File: config.mk
export PLATFORM = sky130hd
export DESIGN_NAME = exmem_stage_reg
export DESIGN_NICKNAME = d
export VERILOG_FILES = /design/src/rtl/core_pkg.sv /design/src/rtl/mem_lane_align.sv /design/src/rtl/exmem_stage_reg.sv
export SDC_FILE = /design/constraint.sdc
export NUM_CORES = 1
export LEC_CHECK = 0
export BUFFER_PORTS_ARGS = -buffer_cell sky130_fd_sc_hd__buf_2
export CAP_MARGIN = 20
export CORE_UTILIZATION = 50
export DETAILED_ROUTE_END_ITERATION = 10
export PLACE_DENSITY_LB_ADDON = 0.12
export RECOVER_POWER = 100
export SETUP_SLACK_MARGIN = 0.3
export SLEW_MARGIN = 40
export SYNTH_ARGS = -nofsm -noshare
export SYNTH_HDL_FRONTEND = slang
export SYNTH_SLANG_ARGS = --single-unit
File: constraint.sdc
create_clock -name clk_i -period 4.55 [get_ports clk_i]
set_clock_uncertainty 0.05 [all_clocks]
set_input_delay 0.6825 -clock clk_i [delete_from_list [all_inputs] [get_ports clk_i]]
set_output_delay 0.6825 -clock clk_i [all_outputs]
set_load 0.02 [all_outputs]
File: src/rtl/core_pkg.sv
`default_nettype none
// +-----------------------------------------------------------------------+
// | Module   : core_pkg                                                   |
// | Brief    : Shared encodings and defaults for the five-stage RV core.  |
// | Revision : 1.0 - initial release                                      |
// +-----------------------------------------------------------------------+
package core_pkg;

    localparam int XLEN_DEFAULT = 32;

    typedef enum logic [1:0] {
        MEM_NONE = 2'b00,
        MEM_LDRR = 2'b01,
        MEM_LDRI = 2'b10,
        MEM_ST   = 2'b11
    } mem_op_e;

    typedef enum logic [1:0] {
        SZ_B   = 2'b00,
        SZ_H   = 2'b01,
        SZ_W   = 2'b10,
        SZ_RSV = 2'b11
    } size_e;

    // Reserved size encoding behaves exactly like a word access.
    function automatic logic is_word(input logic [1:0] size);
        return (size == SZ_W) || (size == SZ_RSV);
    endfunction

endpackage : core_pkg
`default_nettype wire

File: src/rtl/mem_lane_align.sv
`default_nettype none
// +-----------------------------------------------------------------------+
// | Module   : mem_lane_align                                             |
// | Brief    : Effective address, byte enables, store-lane replication    |
// |            and misalignment detection (purely combinational).         |
// | Revision : 1.0 - initial release                                      |
// +-----------------------------------------------------------------------+
module mem_lane_align
    import core_pkg::*;
#(
    parameter  int XLEN = XLEN_DEFAULT,
    localparam int BE_W = XLEN / 8
) (
    input  logic            valid_i,
    input  logic [1:0]      mem_i,
    input  logic [1:0]      size_i,
    input  logic [XLEN-1:0] rs1_data_i,
    input  logic [XLEN-1:0] rs2_data_i,
    input  logic [XLEN-1:0] imm_i,
    output logic [XLEN-1:0] addr_o,
    output logic [XLEN-1:0] wdata_o,
    output logic [BE_W-1:0] be_o,
    output logic            misaligned_o
);

    logic [XLEN-1:0] w_offset;

    always_comb begin
        w_offset = (mem_i == MEM_LDRR) ? rs2_data_i : imm_i;
        addr_o   = rs1_data_i + w_offset;
    end

    // Only the four low lanes are ever enabled, even for wider XLEN.
    always_comb begin
        be_o = '0;
        if (mem_i != MEM_NONE) begin
            case (size_i)
                SZ_B:    be_o[3:0] = 4'b0001 << addr_o[1:0];
                SZ_H:    be_o[3:0] = addr_o[1] ? 4'b1100 : 4'b0011;
                default: be_o[3:0] = 4'b1111;
            endcase
        end
    end

    always_comb begin
        wdata_o = rs2_data_i;
        for (int i = 0; i < BE_W; i++) begin
            if (size_i == SZ_B) begin
                wdata_o[8*i +: 8] = rs2_data_i[7:0];
            end else if (size_i == SZ_H) begin
                wdata_o[8*i +: 8] = rs2_data_i[8*(i%2) +: 8];
            end
        end
    end

    always_comb begin
        misaligned_o = 1'b0;
        if (valid_i && (mem_i != MEM_NONE)) begin
            if (size_i == SZ_H) begin
                misaligned_o = addr_o[0];
            end else if (is_word(size_i)) begin
                misaligned_o = (addr_o[1:0] != 2'b00);
            end
        end
    end

endmodule : mem_lane_align
`default_nettype wire

File: src/rtl/exmem_stage_reg.sv
`default_nettype none
// +-----------------------------------------------------------------------+
// | Module   : exmem_stage_reg                                            |
// | Brief    : EX/MEM pipeline register with stall, flush, byte-lane      |
// |            alignment and misaligned-access squashing.                 |
// | Revision : 1.0 - initial release                                      |
// +-----------------------------------------------------------------------+
module exmem_stage_reg
    import core_pkg::*;
#(
    parameter  int XLEN    = XLEN_DEFAULT,
    parameter  int RADDR_W = 5,
    localparam int BE_W    = XLEN / 8
) (
    input  logic               clk_i,
    input  logic               rst_i,
    input  logic               stall_i,
    input  logic               flush_i,
    input  logic               valid_i,
    input  logic               WB_i,
    input  logic [1:0]         Mem_i,
    input  logic [1:0]         size_i,
    input  logic [XLEN-1:0]    ALUres_i,
    input  logic [XLEN-1:0]    imm_i,
    input  logic [XLEN-1:0]    rs1_data_i,
    input  logic [XLEN-1:0]    rs2_data_i,
    input  logic [RADDR_W-1:0] rd_addr_i,
    output logic               valid_o,
    output logic               WB_o,
    output logic [1:0]         Mem_o,
    output logic [XLEN-1:0]    Memaddr_o,
    output logic [XLEN-1:0]    Memdata_o,
    output logic [XLEN-1:0]    ALUres_o,
    output logic [BE_W-1:0]    be_o,
    output logic [RADDR_W-1:0] rd_addr_o,
    output logic               misaligned_o,
    output logic [15:0]        stall_cnt_o
);

    localparam logic [15:0] CNT_MAX = 16'hFFFF;

    logic [XLEN-1:0] w_addr;
    logic [XLEN-1:0] w_wdata;
    logic [BE_W-1:0] w_be;
    logic            w_mis;
    logic            w_ok;

    mem_lane_align #(
        .XLEN (XLEN)
    ) u_align (
        .valid_i      (valid_i),
        .mem_i        (Mem_i),
        .size_i       (size_i),
        .rs1_data_i   (rs1_data_i),
        .rs2_data_i   (rs2_data_i),
        .imm_i        (imm_i),
        .addr_o       (w_addr),
        .wdata_o      (w_wdata),
        .be_o         (w_be),
        .misaligned_o (w_mis)
    );

    logic               valid_d,     valid_q;
    logic               wb_d,        wb_q;
    logic [1:0]         mem_d,       mem_q;
    logic [XLEN-1:0]    memaddr_d,   memaddr_q;
    logic [XLEN-1:0]    memdata_d,   memdata_q;
    logic [XLEN-1:0]    alures_d,    alures_q;
    logic [BE_W-1:0]    be_d,        be_q;
    logic [RADDR_W-1:0] rd_addr_d,   rd_addr_q;
    logic               mis_d,       mis_q;
    logic [15:0]        stall_cnt_d, stall_cnt_q;

    // A valid, aligned instruction is the only case that propagates controls.
    assign w_ok = valid_i && !w_mis;

    always_comb begin
        valid_d     = valid_q;
        wb_d        = wb_q;
        mem_d       = mem_q;
        memaddr_d   = memaddr_q;
        memdata_d   = memdata_q;
        alures_d    = alures_q;
        be_d        = be_q;
        rd_addr_d   = rd_addr_q;
        mis_d       = mis_q;
        stall_cnt_d = stall_cnt_q;

        if (flush_i) begin
            valid_d = 1'b0;
            wb_d    = 1'b0;
            mem_d   = MEM_NONE;
            be_d    = '0;
            mis_d   = 1'b0;
        end else if (stall_i) begin
            if (valid_q && (stall_cnt_q != CNT_MAX)) begin
                stall_cnt_d = stall_cnt_q + 16'd1;
            end
        end else begin
            memaddr_d = w_addr;
            memdata_d = w_wdata;
            alures_d  = ALUres_i;
            rd_addr_d = rd_addr_i;
            valid_d   = valid_i;
            wb_d      = w_ok && WB_i;
            mem_d     = w_ok ? Mem_i : MEM_NONE;
            be_d      = w_ok ? w_be : '0;
            mis_d     = w_mis;
        end
    end

    always_ff @(posedge clk_i) begin
        if (rst_i) begin
            valid_q     <= 1'b0;
            wb_q        <= 1'b0;
            mem_q       <= MEM_NONE;
            memaddr_q   <= '0;
            memdata_q   <= '0;
            alures_q    <= '0;
            be_q        <= '0;
            rd_addr_q   <= '0;
            mis_q       <= 1'b0;
            stall_cnt_q <= '0;
        end else begin
            valid_q     <= valid_d;
            wb_q        <= wb_d;
            mem_q       <= mem_d;
            memaddr_q   <= memaddr_d;
            memdata_q   <= memdata_d;
            alures_q    <= alures_d;
            be_q        <= be_d;
            rd_addr_q   <= rd_addr_d;
            mis_q       <= mis_d;
            stall_cnt_q <= stall_cnt_d;
        end
    end

    assign valid_o      = valid_q;
    assign WB_o         = wb_q;
    assign Mem_o        = mem_q;
    assign Memaddr_o    = memaddr_q;
    assign Memdata_o    = memdata_q;
    assign ALUres_o     = alures_q;
    assign be_o         = be_q;
    assign rd_addr_o    = rd_addr_q;
    assign misaligned_o = mis_q;
    assign stall_cnt_o  = stall_cnt_q;

endmodule : exmem_stage_reg
`default_nettype wire

# Word level (Yosys, flattened, before mapping)

Index checks and enable logic that the tools add are counted.

Add/subtract/negate cells: 2
Equal/unequal tests: 5
Shift-type cells: 1
Muxes and demuxes: 14
Bitwise logic cells: 2
Reductions and logical operators: 12

Operators with widths:

| kind                                                              | count |
|---|---|
| 8-bit two-way mux                                                 | 5 |
| 32-bit adder                                                      | 1 |
| 32-bit two-way mux                                                | 1 |
| 16-bit by 1-bit adder with 16-bit output, second input constant   | 1 |
| 16-bit inequality test, second input constant                     | 1 |
| 4-bit two-way mux                                                 | 3 |
| 4-bit one-hot mux with 2 select lines                             | 1 |
| 2-bit by 1-bit == test with 1-bit output, second input constant   | 2 |
| 2-bit == test, second input constant                              | 2 |
| 1-bit logical AND                                                 | 4 |
| 2-bit nonzero test                                                | 2 |
| 1-bit by 2-bit left shift with 4-bit output, first input constant | 1 |
| 1-bit two-way mux                                                 | 3 |
| 3-bit AND reduction                                               | 1 |
| 2-bit zero test                                                   | 1 |
| 2-bit two-way mux                                                 | 1 |
| 1-bit inverter                                                    | 2 |
| 2-bit AND reduction                                               | 1 |
| 2-bit OR reduction                                                | 1 |
| 1-bit zero test                                                   | 1 |
| 1-bit logical OR                                                  | 1 |

Bits in registers: 126
Output and inout bits: 126

# Longest topological paths before layout

Word-level depth: 10
Mapped depth: 14
Depth with buffers taken out: 12

# Hierarchy

A second synthesis with hierarchy kept.

Cell total of the unflattened synthesis: 928
Area total of the unflattened synthesis: 7274.5 sq um

Modules (own cells, without submodules):

| module          | instances | cells each | area each (sq um) | sequential area each (sq um) |
|---|---|---|---|---|
| exmem_stage_reg | 1         | 575        | 4624.4            | 2522.4 |
| mem_lane_align  | 1         | 353        | 2650.0            | 0.0 |

# Worst setup path after synthesis

Ideal clock, no wire load.

Path kind: input to register
Start: input Mem_i[1]
End: register memaddr_q[26] (netlist: Memaddr_o[26])
Setup time: 0.120 ns
Arrival time: 3.611 ns
Slack: 0.769 ns
Stages: 14
Path buffers: 2
Cell sequence: nand2b_1 -> clkbuf_1 -> clkbuf_1 -> mux2_2 -> ha_1 -> fa_1 -> a211oi_2 -> o21ai_4 -> o2111ai_1 -> and3_4 -> o21ai_4 -> a221oi_2 -> or4_1 -> nand3_1

Word-level cells in the longest chain between the ends: 3

RTL lines:

| what                                     | line                   | text |
|---|---|---|
| start, declared                          | exmem_stage_reg.sv:21  | `input logic [1:0] Mem_i,` |
| 2-bit by 1-bit == test with 1-bit output | mem_lane_align.sv:29   | `w_offset = (mem_i == MEM_LDRR) ? rs2_data_i : imm_i;` |
| 32-bit two-way mux                       | mem_lane_align.sv:29   |  |
| 32-bit adder                             | mem_lane_align.sv:30   | `addr_o = rs1_data_i + w_offset;` |
| end signal, assigned                     | exmem_stage_reg.sv:128 | `memaddr_q <= memaddr_d;` |
| end, declared                            | exmem_stage_reg.sv:66  | `logic [XLEN-1:0] memaddr_d, memaddr_q;` |

No other way between the ends.
A chain may end at the register's enable or synchronous reset.

# Worst setup path in the final report

Start: input Mem_i[1]
End: register memaddr_q[18] (netlist: Memaddr_o[18])

Same word-level chain as after synthesis.

==> results.md <==
STA:
- Dividing the final minimum period by the clock period gives between 80% and 90%.
- Setup repair after global routing left no endpoint under its margin.
- The total setup violations reported at the end of the flow is 0.
- In the post-route analysis, the smallest setup slack over all paths is just under 700 ps.
- The routed design could run at a clock period as short as approximately 3900 ps.
- The accumulated negative setup slack is 0 ps.
- Headroom to the max-slew limit came out at -117%.
- The number of failing hold endpoints at the final stage is 0.
- The final count of pins violating max slew is ~90.
- The maximum operating frequency is roughly 260 MHz.
- At the pin with the least slew margin, the transition time is approximately 3300 ps.

Route:
- The detailed-router iteration count before antenna repair is 5.
- The total number of vias is around 7300.
- The routed design has roughly 23000 um of wire.
- The total DRC errors in the routed layout is 0.
- Dividing the detail-routed via count by the number of cells gives 5.57.
- The post-route antenna net violation count is 0.
- The average detailed-routed wire length per instance is ~17 um.
- For this block, the initial DRC count from the detailed router was approximately 560.

Global routing:
- For this run the aggregate overflow at the end of global routing stands at 0.
- The global-route total usage across every layer is between 30% and 40%.
- The number of global-route vias before repair is 6759.
- The number of antenna violations at the first check in global routing is 2.
- The largest net degree at the start of global routing is 91.
- The first global-routing pass estimated 35000 um of wire.

Placed design:
- The post-detailed-placement cell area is 8420 um^2.
- The number of buffer cells added on primary ports is ~270.
- The wire-length estimate of the detail-placed layout is 16800 um.
- OpenSTA, run right after detailed placement, puts the worst setup slack at between 700 and 800 ps.
- The placer congestion estimate is about 0.95.

CTS:
- After clock tree synthesis, the setup repair step added 0 buffers.
- The tree built by TritonCTS fans out to roughly 130 sinks.
- The count of H-tree levels built during CTS is 4.
- The latest clock arrival within the worst-skew pair is ~420 ps.
- The CTS tree is yes.
- Counting along the longest clock path gives a buffer depth of 2.
- In this run the clock root is driven by a clkbuf_16.
- The total clock buffers created by CTS is 17.
- Clock-pin slew was measured on the worst setup and hold paths at about 60 ps.
- The number of resized instances in the post-cts repair step is 0.
- In this run, post-CTS hold repair placed 0 buffers.

Die:
- The floorplan step defined a die boundary enclosing 14500 um^2.
- The total area inside the core boundary comes to 13500 um^2.
- The floorplan has 42 rows.
- The die boundary height is about 120 um.
- The width of the die is 120 um.
- For this configuration, the core starts out at a cell density of between 50% and 60%.
- about 270 I/O pins were placed.

Hold path:
- Counting instances, the worst hold path has a depth of 2.
- The min-delay analysis places its worst path in the category reg2reg.

Yosys:
- The part of the Yosys area used for sequential elements is 36.0%.
- The synthesized area per cell is around 8.0 um^2.
- The synthesized design contains ~130 register bits.
- The cell with the most instances after synthesis is nand2_1.
- Summed over its instances, the top area cell type makes up 36.0% of the synthesized netlist area.
- The mapped netlist covers around 7000 um^2.
- The net count after synthesis is between 1000 and 1500.
- The most instantiated flip-flop cell in the synthesis netlist is dfxtp_1.
- Yosys mapped the design onto 63 distinct sky130hd cell types.
- The yosys synthesis warning count is 0.
- By count the netlist is led by nand2_1 (198), dfxtp_1 (126), a21oi_1 (111).
- Yosys attributes the largest share of cell area to dfxtp_1 (36%), nand2_1 (11%), a21oi_1 (7.9%).
- The largest area contributor in the synthesized netlist is dfxtp_1.
- The fraction of registers with async set/reset is 0%.
- The cell count after synthesis came out at between 800 and 900.
- Counting flops with a built-in enable in the synthesized netlist gives 0.

Critical path:
- In this run the worst path has a maximum fanout of 9.
- Walking the worst path, the cells encountered are buf_2, nand2b_1, clkbuf_1, mux2_2, ha_1, a211oi_1, o21ai_4, o21ai_0, o311a_1, o31ai_1, xor2_1, nand2_1, a21oi_1.
- The launching element type of the critical path is an input pin.
- The type of the setup path with the least slack is in2reg.
- The biggest cell delay along the critical path is between 400 and 500 ps.
- The required time at the endpoint of the critical path is about 4700 ps.
- On the critical path, the stage with the largest delay is an instance of clkbuf_1.
- The path depth of the worst reg2reg path is 8.
- The kind of end point of the critical path is a register.
- At the worst endpoint, the arrival time is just under 4000 ps.

Final layout:
- Relative to the synthesized area, the layout overhead comes to 25.9%.
- Counting the fill cells in the layout gives roughly 1300.
- The layout cell share with drive strength beyond 1 is a little under a fifth.
- The net count of the finished layout is about 1300.
- The finished cells cover 8820 um^2.

Status:
- The checks that failed: max-capacitance violations, max-slew violations.
- The flow ran to the end, but the final reports show violations.

Power:
- The leakage component of the power is ~3.6 nW.
- The largest vdd supply drop is roughly 0.22 mV.
- Power spread over the standard cell area amounts to roughly 370 nW/um^2.

Flow run:
- The number of max-cap violations is 1.
## sequential cells by signal (all words and copies together), names as in the netlist
name          cells
ALUres_o         32
Memaddr_o        32
Memdata_o        32
stall_cnt_o      16
rd_addr_o         5
be_o              4
Mem_o             2
WB_o              1
misaligned_o      1
valid_o           1
## cell usage in the layout (no fill, tap or decap), types with 4 or more instances in the layout
| cell type | Yosys | layout |
|---|---|---|
| a31oi_1 | 5 | 5 |
| mux2i_1 | 19 | 19 |
| nor2_1 | 64 | 63 |
| nand4_1 | 12 | 12 |
| clkbuf_1 | 46 | 130 |
| xnor2_1 | 17 | 17 |
| o21a_1 | 6 | 6 |
| o21ai_0 | 34 | 37 |
| buf_2 | 7 | 141 |
| ha_1 | 35 | 35 |
| a21o_1 | 10 | 10 |
| mux2_2 | 31 | 31 |
| nand2_1 | 198 | 198 |
| and3_1 | 4 | 5 |
| a311oi_1 | 10 | 10 |
| nor2b_1 | 5 | 5 |
| nand4b_1 | 4 | 4 |
| o21bai_1 | 5 | 5 |
| nand2b_1 | 4 | 4 |
| a211oi_1 | 12 | 13 |
| inv_1 | 8 | 8 |
| nand3_1 | 15 | 15 |
| xor2_1 | 20 | 20 |
| nor3_1 | 7 | 7 |
| and2_1 | 4 | 4 |
| clkbuf_16 | 0 | 17 |
| a21oi_1 | 111 | 112 |
| o21ai_1 | 7 | 5 |
| dfxtp_1 | 126 | 126 |
| buf_4 | 0 | 4 |
## per-stage QoR
stage | cells | utilization [%] | power, mW | hold WS (ps)
after detailed placement | 1275 | 62.6 | 1.95 | 392
final | 1305 | 65.6 | 3.30 | 402
after global placement | 1275 | 62.5 | 1.95 | 388
after floorplan | 880 | - | 1.71 | 473
after CTS | 1304 | 67.0 | 3.32 | 401
after global routing | 1305 | 65.6 | 3.43 | 420
## power by group
part	total [mW]	switching (mW)	internal [mW]	leakage [nW]
Combinational	0.733	0.456	0.277	2.27
Clock	1.37	0.476	0.895	0.289
Sequential	1.19	0.0295	1.16	1.03
Total	3.30	0.962	2.33	3.59
## cells by family (layout without fill, tap and decap cells)
group           Yosys count  after routing  synth area share [%]
compound gates          229            229                  20.3
xor+xnor                 37             37                  4.63
fa+ha+maj                36             36                  6.54
buf+inv                  63            311                  3.52
flops                   126            126                  36.0
mux                      50             50                  7.70
other cells               0              1                     0
simple gates            339            339                  21.2
## metal layers
layer / track usage, % / wire, um / vias to the layer above
li1: - / - / 3559
met1: 39.2 / 9730 / 3315
met2: 51.0 / 10400 / 332
met3: 6.23 / 1680 / 66
met4: 14.3 / 788 / 2
met5: 0 / 11 / -
## area by class of cell
class                   count  area [um^2]  area share [%]
diodes                      1         2.50          0.0284
clock buffers              23          478            5.42
clock inverters             6          109            1.23
inverters                   8         30.0           0.341
multi-input cells         691         4210            47.8
flip-flops and latches    126         2520            28.6
well taps                 176          220            2.50
repair buffers            274         1240            14.1
## worst paths after layout
check / start / slack, ps / end
hold / removal: ALUres_o[29]$_SDFFE_PP0P_ / 400 / ALUres_o[29]$_SDFFE_PP0P_
hold reg to reg: ALUres_o[29]$_SDFFE_PP0P_ / 400 / ALUres_o[29]$_SDFFE_PP0P_
setup reg to reg: stall_cnt_o[0]$_SDFFE_PP0P_ / 2270 / stall_cnt_o[15]$_SDFFE_PP0P_
setup / recovery: Mem_i[1] / 680 / Memaddr_o[18]$_SDFFE_PP0P_
## worst max-delay path: cells and delay by family
kind            cells  cell delay (ps)
compound gates      6             1430
xor+xnor            1              150
fa+ha+maj           1              340
buf+inv             2              540
mux                 1              400
simple gates        2              420
Note: power is estimated with default switching activity, not from simulation.
